===== src/rtl/tx_controller.sv =====
// rtl/tx_controller.sv - RIFL transmit-side flow-control engine
//
// Once per frame (at each sof strobe) decides whether the next frame carries
// user data or an 18-bit control code (PAUSE, RETRANS or IDLE), and drives
// the TX frame mux accordingly. Decisions made at the sof edge of frame N
// take effect for frame N+1.
//
// Ports:
//   clk               core clock
//   rst_n             asynchronous active-low reset
//   sof               one-cycle frame-boundary strobe
//   tx_aligned        TX lane up; low flushes back to NORMAL with idle frames
//   local_pause_req   level, local RX buffer almost full
//   local_retrans_req pulse, local RX saw an errored frame
//   remote_pause      level, peer asked us to stop sending data
//   code              [17:16] header, [15:0] key for the next frame
//   code_override     1 = mux sends code, 0 = mux sends user data
//   data_grant        user data may occupy the next frame
//   retrans_active    high while the RETRANS burst is being sent

module tx_controller #(
  parameter int CTRL_FRAMES    = 8,   // 8..31, saturates peer 4-bit detector
  parameter int RELEASE_FRAMES = 16   // 16..31, saturates peer 5-bit counter
) (
  input  logic        clk,
  input  logic        rst_n,
  input  logic        sof,
  input  logic        tx_aligned,
  input  logic        local_pause_req,
  input  logic        local_retrans_req,
  input  logic        remote_pause,
  output logic [17:0] code,
  output logic        code_override,
  output logic        data_grant,
  output logic        retrans_active
);

  localparam logic [1:0]  HDR_CTRL    = 2'b10;
  localparam logic [15:0] KEY_IDLE    = 16'h0001;
  localparam logic [15:0] KEY_PAUSE   = 16'h0010;
  localparam logic [15:0] KEY_RETRANS = 16'h1000;

  localparam logic [17:0] IDLE_FRAME    = {HDR_CTRL, KEY_IDLE};
  localparam logic [17:0] PAUSE_FRAME   = {HDR_CTRL, KEY_PAUSE};
  localparam logic [17:0] RETRANS_FRAME = {HDR_CTRL, KEY_RETRANS};

  localparam logic [4:0] CTRL_LAST = 5'(CTRL_FRAMES - 1);
  localparam logic [4:0] REL_LAST  = 5'(RELEASE_FRAMES - 1);
  localparam logic [4:0] CNT_MAX   = 5'd31;

  typedef enum logic [1:0] {
    ST_NORMAL,
    ST_PAUSE,
    ST_RETRANS,
    ST_RELEASE
  } state_t;

  state_t      state, state_n;
  logic [4:0]  cnt, cnt_n;
  logic        retrans_pending;
  logic        enter_retrans;
  logic [17:0] code_n;
  logic        override_n;
  logic        grant_n;
  logic        active_n;

  // Next-state, counter and next-frame output decode.
  always_comb begin
    state_n    = state;
    cnt_n      = cnt;
    code_n     = IDLE_FRAME;
    override_n = 1'b1;
    grant_n    = 1'b0;
    active_n   = 1'b0;

    if (!tx_aligned) begin
      state_n = ST_NORMAL;
      cnt_n   = 5'd0;
    end else begin
      unique case (state)
        ST_NORMAL: begin
          if (retrans_pending) begin
            state_n = ST_RETRANS;
            cnt_n   = 5'd0;
          end else if (local_pause_req) begin
            state_n = ST_PAUSE;
            cnt_n   = 5'd0;
          end
        end
        ST_PAUSE: begin
          if (retrans_pending) begin
            state_n = ST_RETRANS;
            cnt_n   = 5'd0;
          end else if (!local_pause_req && cnt >= CTRL_LAST) begin
            state_n = ST_RELEASE;
            cnt_n   = 5'd0;
          end else if (cnt != CNT_MAX) begin
            // Long pauses saturate rather than wrap so the minimum-burst
            // test above stays satisfied however long the pause lasts.
            cnt_n = cnt + 5'd1;
          end
        end
        ST_RETRANS: begin
          if (cnt == CTRL_LAST) begin
            state_n = ST_RELEASE;
            cnt_n   = 5'd0;
          end else begin
            cnt_n = cnt + 5'd1;
          end
        end
        ST_RELEASE: begin
          if (retrans_pending) begin
            state_n = ST_RETRANS;
            cnt_n   = 5'd0;
          end else if (local_pause_req) begin
            state_n = ST_PAUSE;
            cnt_n   = 5'd0;
          end else if (cnt == REL_LAST) begin
            state_n = ST_NORMAL;
            cnt_n   = 5'd0;
          end else begin
            cnt_n = cnt + 5'd1;
          end
        end
        default: begin
          state_n = ST_NORMAL;
          cnt_n   = 5'd0;
        end
      endcase
    end

    // Outputs describe the frame that follows this sof, i.e. the new state.
    unique case (state_n)
      ST_NORMAL: begin
        if (tx_aligned && !remote_pause) begin
          override_n = 1'b0;
          grant_n    = 1'b1;
        end
      end
      ST_PAUSE:   code_n = PAUSE_FRAME;
      ST_RETRANS: begin
        code_n   = RETRANS_FRAME;
        active_n = 1'b1;
      end
      default:    code_n = IDLE_FRAME;
    endcase
  end

  // Only a transition into RETRANS consumes the pending request; a pulse
  // that lands while RETRANS is already running stays pending and triggers
  // a second burst after the current one.
  assign enter_retrans = tx_aligned && (state != ST_RETRANS) && (state_n == ST_RETRANS);

  always_ff @(posedge clk or negedge rst_n) begin
    if (!rst_n) begin
      state           <= ST_NORMAL;
      cnt             <= 5'd0;
      retrans_pending <= 1'b0;
      code            <= IDLE_FRAME;
      code_override   <= 1'b1;
      data_grant      <= 1'b0;
      retrans_active  <= 1'b0;
    end else begin
      if (sof && enter_retrans) begin
        retrans_pending <= 1'b0;
      end else if (local_retrans_req) begin
        retrans_pending <= 1'b1;
      end

      if (sof) begin
        state          <= state_n;
        cnt            <= cnt_n;
        code           <= code_n;
        code_override  <= override_n;
        data_grant     <= grant_n;
        retrans_active <= active_n;
      end
    end
  end

endmodule


===== config.mk =====
export PLATFORM = sky130hd
export DESIGN_NAME = tx_controller
export DESIGN_NICKNAME = d
export VERILOG_FILES = /design/src/rtl/tx_controller.sv
export SDC_FILE = /design/constraint.sdc
export NUM_CORES = 1
export LEC_CHECK = 0
export BUFFER_PORTS_ARGS = -buffer_cell sky130_fd_sc_hd__buf_2
export CAP_MARGIN = 20
export CELL_PAD_IN_SITES_DETAIL_PLACEMENT = 1
export CELL_PAD_IN_SITES_GLOBAL_PLACEMENT = 2
export CORE_MARGIN = 5
export CORE_UTILIZATION = 28
export CTS_BUF_LIST = sky130_fd_sc_hd__clkbuf_8
export CTS_CLUSTER_SIZE = 40
export DETAILED_ROUTE_END_ITERATION = 8
export PLACE_DENSITY = 0.85
export SYNTH_ARGS = -nofsm -noshare
export SYNTH_HDL_FRONTEND = slang
export SYNTH_SLANG_ARGS = --single-unit

===== constraint.sdc =====
create_clock -name clk -period 2.22 [get_ports clk]
set_input_delay 0 -clock clk [delete_from_list [all_inputs] [get_ports clk]]
set_output_delay 0 -clock clk [all_outputs]
set_load 0.1 [all_outputs]

# Word level (Yosys, flattened, before mapping)
# Cells that the tools add are included.
dict set report op_classes {
  add_sub_neg 1
  n_mul 0
  n_div 0
  magnitude_cmp 1
  n_eq_ne 11
  shift 0
  n_mux 29
  n_bitwise 0
  n_reduce_logical 11
}
# op count
set ops {}
lappend ops {{5-bit two-way mux} 10}
lappend ops {{13-bit one-hot mux with 2 select lines} 1}
lappend ops {{5-bit one-hot mux with 4 select lines} 1}
lappend ops {{2-bit two-way mux} 9}
lappend ops {{5-bit != test, second input constant} 2}
lappend ops {{2-bit one-hot mux with 4 select lines} 1}
lappend ops {{1-bit two-way mux} 7}
lappend ops {{2-bit == test, second input constant} 3}
lappend ops {{5-bit by 1-bit adder with 5-bit output, second input constant} 1}
lappend ops {{5-bit by 3-bit == test with 1-bit output, second input constant} 1}
lappend ops {{5-bit by 4-bit == test with 1-bit output, second input constant} 1}
lappend ops {{5-bit by 3-bit greater-or-equal comparator with 1-bit output, second input constant} 1}
lappend ops {{1-bit logical AND} 5}
lappend ops {{2-bit by 1-bit == test with 1-bit output, second input constant} 2}
lappend ops {{2-bit zero test} 2}
lappend ops {{4-bit != test, second input constant} 1}
lappend ops {{3-bit AND reduction} 1}
lappend ops {{1-bit zero test} 2}
lappend ops {{2-bit != test, second input constant} 1}
lappend ops {{2-bit nonzero test} 1}
dict set report totals {
  regBits 29
  latch_bits 0
  mem_bits_rw 0
  mem_bits_ro 0
  inputBits 7
  output_inout_bits 21
  wordCells 60
  mem_count 0
}

# Depth between registers and ports, before layout
# Gate-level depths: netlist (run 1).
dict set report logic_depth {
  depth_word 10
  mapped_depth 10
  depth_no_buf 10
}

# Worst setup path after synthesis (run 1)
# No wires, ideal clock.
dict set report synth_timing {
  path_type {flip-flop to flip-flop}
  start {register cnt[0]}
  end {register code[12]}
  setup_ns 0.126
  arrival_time_ns 2.022
  required_time_ns 2.094
  setup_slack_ns 0.072
  stages_incl_launch_ff 9
  path_buffers 0
  period_less_slack_ns 2.148
  path_cell_list {dfrtp_1 > ha_1 > and3_1 > ha_1 > a311oi_1 > o221a_2 > inv_1 > ha_1 > mux2_2}
}
dict set report synth_between {
  elab_chain_len 8
  word_cells_on_any_way 15
  cone_classes {order compare (1); eq/ne (4); mux (9); reduce/logical (1)}
}
# item line_no
set synth_lines {}
lappend synth_lines {{start, declared} 59} ;# logic [4:0] cnt, cnt_n;
lappend synth_lines {{start signal, assigned} 172} ;# cnt <= cnt_n;
lappend synth_lines {{5-bit by 3-bit greater-or-equal comparator with 1-bit output / 5-bit by 4-bit == test with 1-bit output (equally long branches)} {94, 118}}
lappend synth_lines {{1-bit logical AND / 2-bit two-way mux (equally long branches)} {94, 118}}
lappend synth_lines {{2-bit two-way mux, on equally long branches} {94, 115}}
lappend synth_lines {{2-bit two-way mux, on equally long branches} {91, 112}}
lappend synth_lines {{2-bit one-hot mux with 4 select lines (*)} 80} ;# unique case (state)
lappend synth_lines {{2-bit two-way mux (*)} 76} ;# if (!tx_aligned) begin
lappend synth_lines {{named net state_n[0]} 58} ;# state_t state, state_n;
lappend synth_lines {{2-bit == test / 2-bit by 1-bit == test with 1-bit output (equally long branches)} 133} ;# unique case (state_n)
lappend synth_lines {{13-bit one-hot mux with 2 select lines (*)} 133}
lappend synth_lines {{end signal, assigned} 173} ;# code <= code_n;
lappend synth_lines {{end, declared} 32} ;# output logic [17:0] code,
# Mark *: on every way through the listed nets, which the timed path passes. The rest lies on a longest branch.
# A chain may end at the register's enable or synchronous reset.

# Worst setup path after layout (run 1)
# Same ends and word-level chain as after synthesis.

==> results of run 1 <==
## metal layers
metal  wire [um]  GRT usage [%]  vias to the layer above
met5           0              0                        -
met3         121           2.59                        2
met1        1050           14.3                      390
met4           9           2.92                        0
met2        1210           18.0                       17
li1            -              -                      363
## repair_timing
action / CTS / global route
endpoints found under the hold margin: 13 / 0
gates resized for setup: 1 / 2
hold buffers: 1 / 0
setup endpoints to repair: 2 / 3
buffers inserted: 1 / 1
pin swaps: 1 / 2
## where the power goes
group	switching, mW	total (mW)	internal, mW
Combinational	0.306	0.375	0.0690
Clock	0.0853	0.207	0.122
Sequential	0.0236	0.288	0.264
Total	0.415	0.870	0.455
## synth_stat cells
master	number	area share, %
dfstp_2	2	5.4
nand2b_1	3	1.9
nand3b_1	1	0.78
a31o_1	2	1.8
nand4b_1	1	0.91
a221o_1	1	1.0
a31oi_1	1	0.65
nand2_1	6	2.3
nor2_2	1	0.65
a41oi_1	1	0.91
and4bb_1	1	1.3
nor2_1	7	2.7
o221ai_2	1	1.6
nand3_1	2	1.0
a21oi_1	5	2.6
buf_4	16	12
conb_1	2	0.78
o21ai_0	3	1.6
o221a_2	1	1.2
a311oi_1	2	1.8
a22o_1	1	0.91
mux2_2	5	5.8
o21a_1	1	0.78
o221ai_4	1	2.7
inv_1	8	3.1
and3_1	1	0.65
mux2i_1	1	1.0
dfrtp_1	11	29
clkbuf_1	1	0.39
or2_2	1	0.65
o31ai_1	1	0.78
nor3b_2	1	1.3
ha_1	7	9.1
o211ai_1	1	0.78
## how the worst min path moves through the flow
stage	start	to	slack, ns	cells past startpoint
floorplan	rst_n	cnt[0]$_DFFE_PN0P_	-0.30	0
global placement	rst_n	retrans_pending$_DFFE_PN0P_	-0.09	1
detailed placement	rst_n	code[12]$_DFFE_PN0P_	-0.09	1
CTS	local_retrans_req	retrans_pending$_DFFE_PN0P_	0.02	3
global route	local_retrans_req	retrans_pending$_DFFE_PN0P_	0.05	3
finish	local_retrans_req	retrans_pending$_DFFE_PN0P_	0.03	3
## through the flow
step	util [%]	power (mW)
6_report	33.8	0.870
5_1_grt	33.8	0.912
4_1_cts	33.4	0.872
2_1_floorplan	-	0.620
3_5_place_dp	31.3	0.655
3_3_place_gp	31.3	0.650
## cell families after synthesis
family | count (synthesis) | synth area share [%]
muxes | 6 | 6.87
buffers and inverters | 25 | 16.0
AOI/OAI and AO/OA | 22 | 19.1
and+or+nand+nor | 25 | 14.3
adders and majority gates | 7 | 9.08
other | 2 | 0.779
DFF | 13 | 34.0
## flip-flops by register name, summed over array words and instances (netlist names)
name / flops
retrans_pending: 1
state: 2
data_grant: 1
cnt: 5
code: 3
code_override: 1
## final cells by class
class / count / area (um2)
Inverter: 8 / 30.0
Timing Repair Buffer: 20 / 123
Tap cell: 46 / 57.6
Multi-Input combinational cell: 75 / 546
Clock buffer: 3 / 41.3
Fill cell: 403 / 2210
Sequential cell: 13 / 328
Clock inverter: 1 / 3.75
## critical path, stage by stage (launching register included)
cell	delay (ns)
dfrtp_1	0.39
ha_1	0.21
and3_4	0.19
ha_2	0.18
a311oi_2	0.29
o221a_2	0.26
inv_1	0.07
ha_1	0.22
mux2_2	0.26
==> impl_results.md, run 1 <==
* Outcome: finished, final reports clean
* Die span in x at 68.7 um
* Signal arrival time at the worst endpoint at 2.31 ns
* Grt ovf at 0
* Fin. Hold Viols at 0
* Number of sinks driven by the clock tree at 13
* Leakage power figure at 0.518 nW
* Post-route standard cell area excluding fillers at 1130 um2
* Final antenna diode count at 0
* Fraction of final layout cells with drive strength greater than 1 at 31.7%
* Shortest period the worst path allows at 2.18 ns
* Dpl cell area at 1040 um2
* Worst skew pair latency at 0.24 ns
* Final weighted congestion in routability-driven placement at 0.818
* Power density over the cells at 771 nW/um2
* FF-to-FF setup slack at 0.04 ns
* Count of standard-cell rows at 21
* Placeable Area at 3340 um2
* Post-Syn Area per Cell at 9.65 um2
* Pin count of the biggest net entering global routing at 14
* Half-perimeter wire length after placement at 1830 um
* DR iter-0 viols at 15
* Register clock-pin slew on the reported worst setup and hold paths at 0.06 ns
* RR Endpoint: code[12]$_DFFE_PN0P_
* Type of the setup path with the least slack: reg -> reg
* Maximum achievable frequency at 458 MHz
* Portion of the post-synthesis area used by sequential elements at 34.0%
* Total Neg Setup Slack at 0 ns
* Smallest hold slack at 0.0255 ns
* Source of the worst register-to-register timing path: cnt[0]$_DFFE_PN0P_
* Aggregate global-route resource usage at 10.9%
* Startpoint type of the worst setup path: flip-flop
* Crit. End Element: flip-flop
* Worst Skew at 0.00158 ns
* Max-slew violation count at 0
* Cells after Synth at 100
* Number of routed nets with antenna violations at 0
* Port Buffer Count at 12
* Minimum setup slack in the final design at 0.0372 ns
* Most frequent standard cell in the layout excluding fill and tap cells: conb_1
* Post-layout instance count excluding filler cells at 166
* Warnings, synthesis at 0
* Register bit total from synthesis at 13
* Number of buffers created by CTS at 3
* Number of optimization iterations in the first detailed-route pass at 4
* Final clock period utilization by the worst path at 98.3%
* R2R depth at 8
* Maximum capacitance violations at 0
* Post-synthesis cell type count at 34
* Ports at 28
* Residual DRC count at 0
* Clock root buffer: clkbuf_8
* Vertical die dimension at 68.7 um
* Via/cell ratio at 4.65
* CP endpoint: code[12]$_DFFE_PN0P_
* Highest-count cells in the layout ignoring fill and taps: conb_1 (15), buf_2 (12), dfrtp_1 (11)
* Post-synthesis cell area at 965 um2
* Buffer depth of the longest clock path at 2
* Data required time of the critical path at 2.35 ns
* Worst voltage drop across the vdd grid at 0.314 mV
* Number of global-route vias before repair at 811
* Class of the tightest hold or removal check: in -> reg
* CTS H-tree depth at 1
* Layout overhead on the synthesized area at 17.0%
* Average routed wire per standard cell at 14.4 um
* Placement-stage worst setup slack at -0.00687 ns
* Peak fanout along the critical path at 3
* Clock tree from TritonCTS: built
* Effective utilization at floorplan at 28.9%
* Number of antenna violations at the first check in global routing at 0
* DR vias at 772
* Total Wirelength at 2390 um
* Beginning of the critical path: cnt[0]$_DFFE_PN0P_
* Die area at 4720 um2
* Wire length of the first global-routing pass at 3910 um
* Layout Nets at 135
* Number of endpoints failing setup at the final stage at 0
* Cell count after placement at 159
No activity file was read; power rests on OpenSTA's default activity.
==> inputs of run 2 (changes only) <==
--- a/config.mk
+++ b/config.mk
@@ -14,7 +14,8 @@
 export CTS_BUF_LIST = sky130_fd_sc_hd__clkbuf_8
 export CTS_CLUSTER_SIZE = 40
 export DETAILED_ROUTE_END_ITERATION = 8
-export PLACE_DENSITY = 0.85
+export PLACE_DENSITY = 0.8
+export SETUP_SLACK_MARGIN = 0.3
 export SYNTH_ARGS = -nofsm -noshare
 export SYNTH_HDL_FRONTEND = slang
 export SYNTH_SLANG_ARGS = --single-unit
==> run 2 against run 1 <==
  * Critical path depth unchanged
  * Register-to-register slack better by 0.17 ns
  * Routed wire length up 4.0%
  * Clock power about the same
  * Hold slack worse by 0.0049 ns
  * Total power up 2.7%
  * Via count down 0.91%
  * Die area unchanged
==> impl_results.md, run 2 (synthesized netlist as in run 1, its figures left out) <==
* Class of the tightest hold or removal check: in -> reg
* Layout overhead on the synthesized area at 27.8%
* Via/cell ratio at 4.50 (-3.2%)
* Maximum capacitance violations at 0 (unchanged)
* FF-to-FF setup slack at 0.20 ns (+0.17 ns)
* Number of global-route vias before repair at 859 (+5.9%)
* Final weighted congestion in routability-driven placement at 0.797 (-2.5%)
* Average routed wire per standard cell at 14.6 um (+1.6%)
* Outcome: finished, final reports clean
* DR iter-0 viols at 11 (-4)
* Total Neg Setup Slack at 0 ns (unchanged)
* List of cells traversed by the critical path: ha_4 -> and3_4 -> ha_4 -> a311oi_2 -> o221a_2 -> inv_2 -> ha_4 -> mux2_4
* Count of standard-cell rows at 21 (unchanged)
* CTS H-tree depth at 1 (unchanged)
* Aggregate global-route resource usage at 12.0% (+1.0 points)
* Cell type group with the largest total delay on the critical path: compound AO/OA/AOI/OAI gates
* Shortest period the worst path allows at 2.02 ns (-0.165 ns)
* Number of endpoints failing setup at the final stage at 0 (unchanged)
* Ports at 28 (unchanged)
* DR vias at 765 (-0.91%)
* Half-perimeter wire length after placement at 1740 um (-5.0%)
* Peak fanout along the critical path at 3 (unchanged)
* Type of the setup path with the least slack: reg -> reg
* Max-slew violation count at 0 (unchanged)
* Fraction of final layout cells with drive strength greater than 1 at 40.3% (+8.7 points)
* Highest-count cells in the layout ignoring fill and taps: conb_1 (15), buf_2 (12), dfrtp_1 (11)
* Number of antenna violations at the first check in global routing at 0 (unchanged)
* Registers with the most flip-flops: cnt x5, code x3, state x2
* Port Buffer Count at 12 (unchanged)
* Most flops, register: cnt
* Grt ovf at 0 (unchanged)
* Delay of the slowest critical-path stage at 0.41 ns (+0.02 ns)
* Wire length of the first global-routing pass at 4150 um (+6.4%)
* Total Wirelength at 2480 um (+4.0%)
* Critical Path Most Common Cell: ha_4
* Final antenna diode count at 0 (unchanged)
* Source of the worst register-to-register timing path: cnt[0]$_DFFE_PN0P_
* Buffer depth of the longest clock path at 2 (unchanged)
* Power density over the cells at 725 nW/um2 (-5.9%)
* Die span in x at 68.7 um (unchanged)
* Crit-path slowest cell: dfrtp_1
* Residual DRC count at 0 (unchanged)
* Data required time of the critical path at 2.35 ns (about the same)
* Startpoint type of the worst setup path: flip-flop
* Count of buffering cells on the critical path with inverters included at 1 (unchanged)
* Effective utilization at floorplan at 28.9% (unchanged)
* Signal arrival time at the worst endpoint at 2.15 ns (-0.16 ns)
* Number of optimization iterations in the first detailed-route pass at 3 (-1)
* Max reg flops at 5 (unchanged)
* Total chip power at 0.894 mW (+2.7%)
* Clock tree from TritonCTS: built
* Worst Skew at 0.000710 ns (-0.000874 ns)
* Vertical die dimension at 68.7 um (unchanged)
* Placeable Area at 3340 um2 (unchanged)
* Fin. Hold Viols at 0 (unchanged)
* Layout Nets at 139 (+3.0%)
* Number of routed nets with antenna violations at 0 (unchanged)
* Crit. End Element: flip-flop
* Die area at 4720 um2 (unchanged)
* Unrepaired setup endpoints after global routing: yes
* Clock root buffer: clkbuf_8
* Number of sinks driven by the clock tree at 13 (unchanged)
* Register clock-pin slew on the reported worst setup and hold paths at 0.06 ns (about the same)
* Number of buffers created by CTS at 3 (unchanged)
* Leakage power figure at 0.543 nW (+4.8%)
* Worst hold start: local_retrans_req
* Worst skew pair latency at 0.24 ns (about the same)
* Worst voltage drop across the vdd grid at 0.448 mV (+43%)
* Final clock period utilization by the worst path at 90.9% (-7.5 points)
* Maximum achievable frequency at 496 MHz (+8.2%)
* Pin count of the biggest net entering global routing at 14 (unchanged)
* Most frequent standard cell in the layout excluding fill and tap cells: conb_1
* Beginning of the critical path: cnt[0]$_DFFE_PN0P_
[run 2: metal layers]
layer / GRT usage [%] / up-vias / share of wire (%)
met2: 21.0 / 20 / 54
met5: 0 / - / 0
met4: 5.84 / 0 / 1.9
met3: 2.27 / 5 / 5.0
li1: - / 366 / -
met1: 13.8 / 374 / 39
[run 2: final timing paths]
check	to	cells after the start
max in group asynchronous	code_override$_DFFE_PN1P_	2
setup / recovery	code[12]$_DFFE_PN0P_	8
hold reg to reg	code[0]$_DFFE_PN1P_	2
setup reg to reg	code[12]$_DFFE_PN0P_	8
hold / removal	retrans_pending$_DFFE_PN0P_	3
min in group asynchronous	state[1]$_DFFE_PN0P_	2
[run 2: timing repair]
action	in CTS	in global routing
gates cloned	0	0
setup endpoints to repair	7	11
setup buffers	8	2
hold buffers	1	0
resized for setup	4	6
endpoints found under the hold margin	13	0
pin swaps	7	2
[run 2: final cells by class]
type | instances | area, um2
fillers | 397 | 2100
multi-input cells | 75 | 616
flip-flops and latches | 13 | 328
repair buffers | 24 | 156
well taps | 46 | 57.6
clock buffers | 3 | 41.3
inverters | 8 | 30.0
clock inverters | 1 | 3.75
[run 2: worst reg2reg max path, stage by stage (launching register included)]
cell,delay [ns]
dfrtp_1,0.41
ha_4,0.17
and3_4,0.18
ha_4,0.16
a311oi_2,0.24
o221a_2,0.27
inv_2,0.07
ha_4,0.16
mux2_4,0.25
[run 2: through the flow]
step / cells / hold WS (ns) / instance area, um2 / setup slack, ns / utilization, %
floorplan: 113 / -0.296 / 1050 / 0.222 / -
global placement: 155 / -0.0945 / 1050 / 0.138 / 31.6
detailed placement: 155 / -0.0877 / 1050 / 0.0227 / 31.6
CTS: 168 / 0.0143 / 1200 / 0.227 / 35.9
global route: 170 / 0.0720 / 1230 / 0.143 / 36.9
finish: 170 / 0.0207 / 1230 / 0.203 / 36.9
[run 2: power by group]
group / internal [mW] / switching [mW]
clock: 0.122 / 0.0865
sequential: 0.264 / 0.0261
combinational: 0.0812 / 0.314
total: 0.467 / 0.426
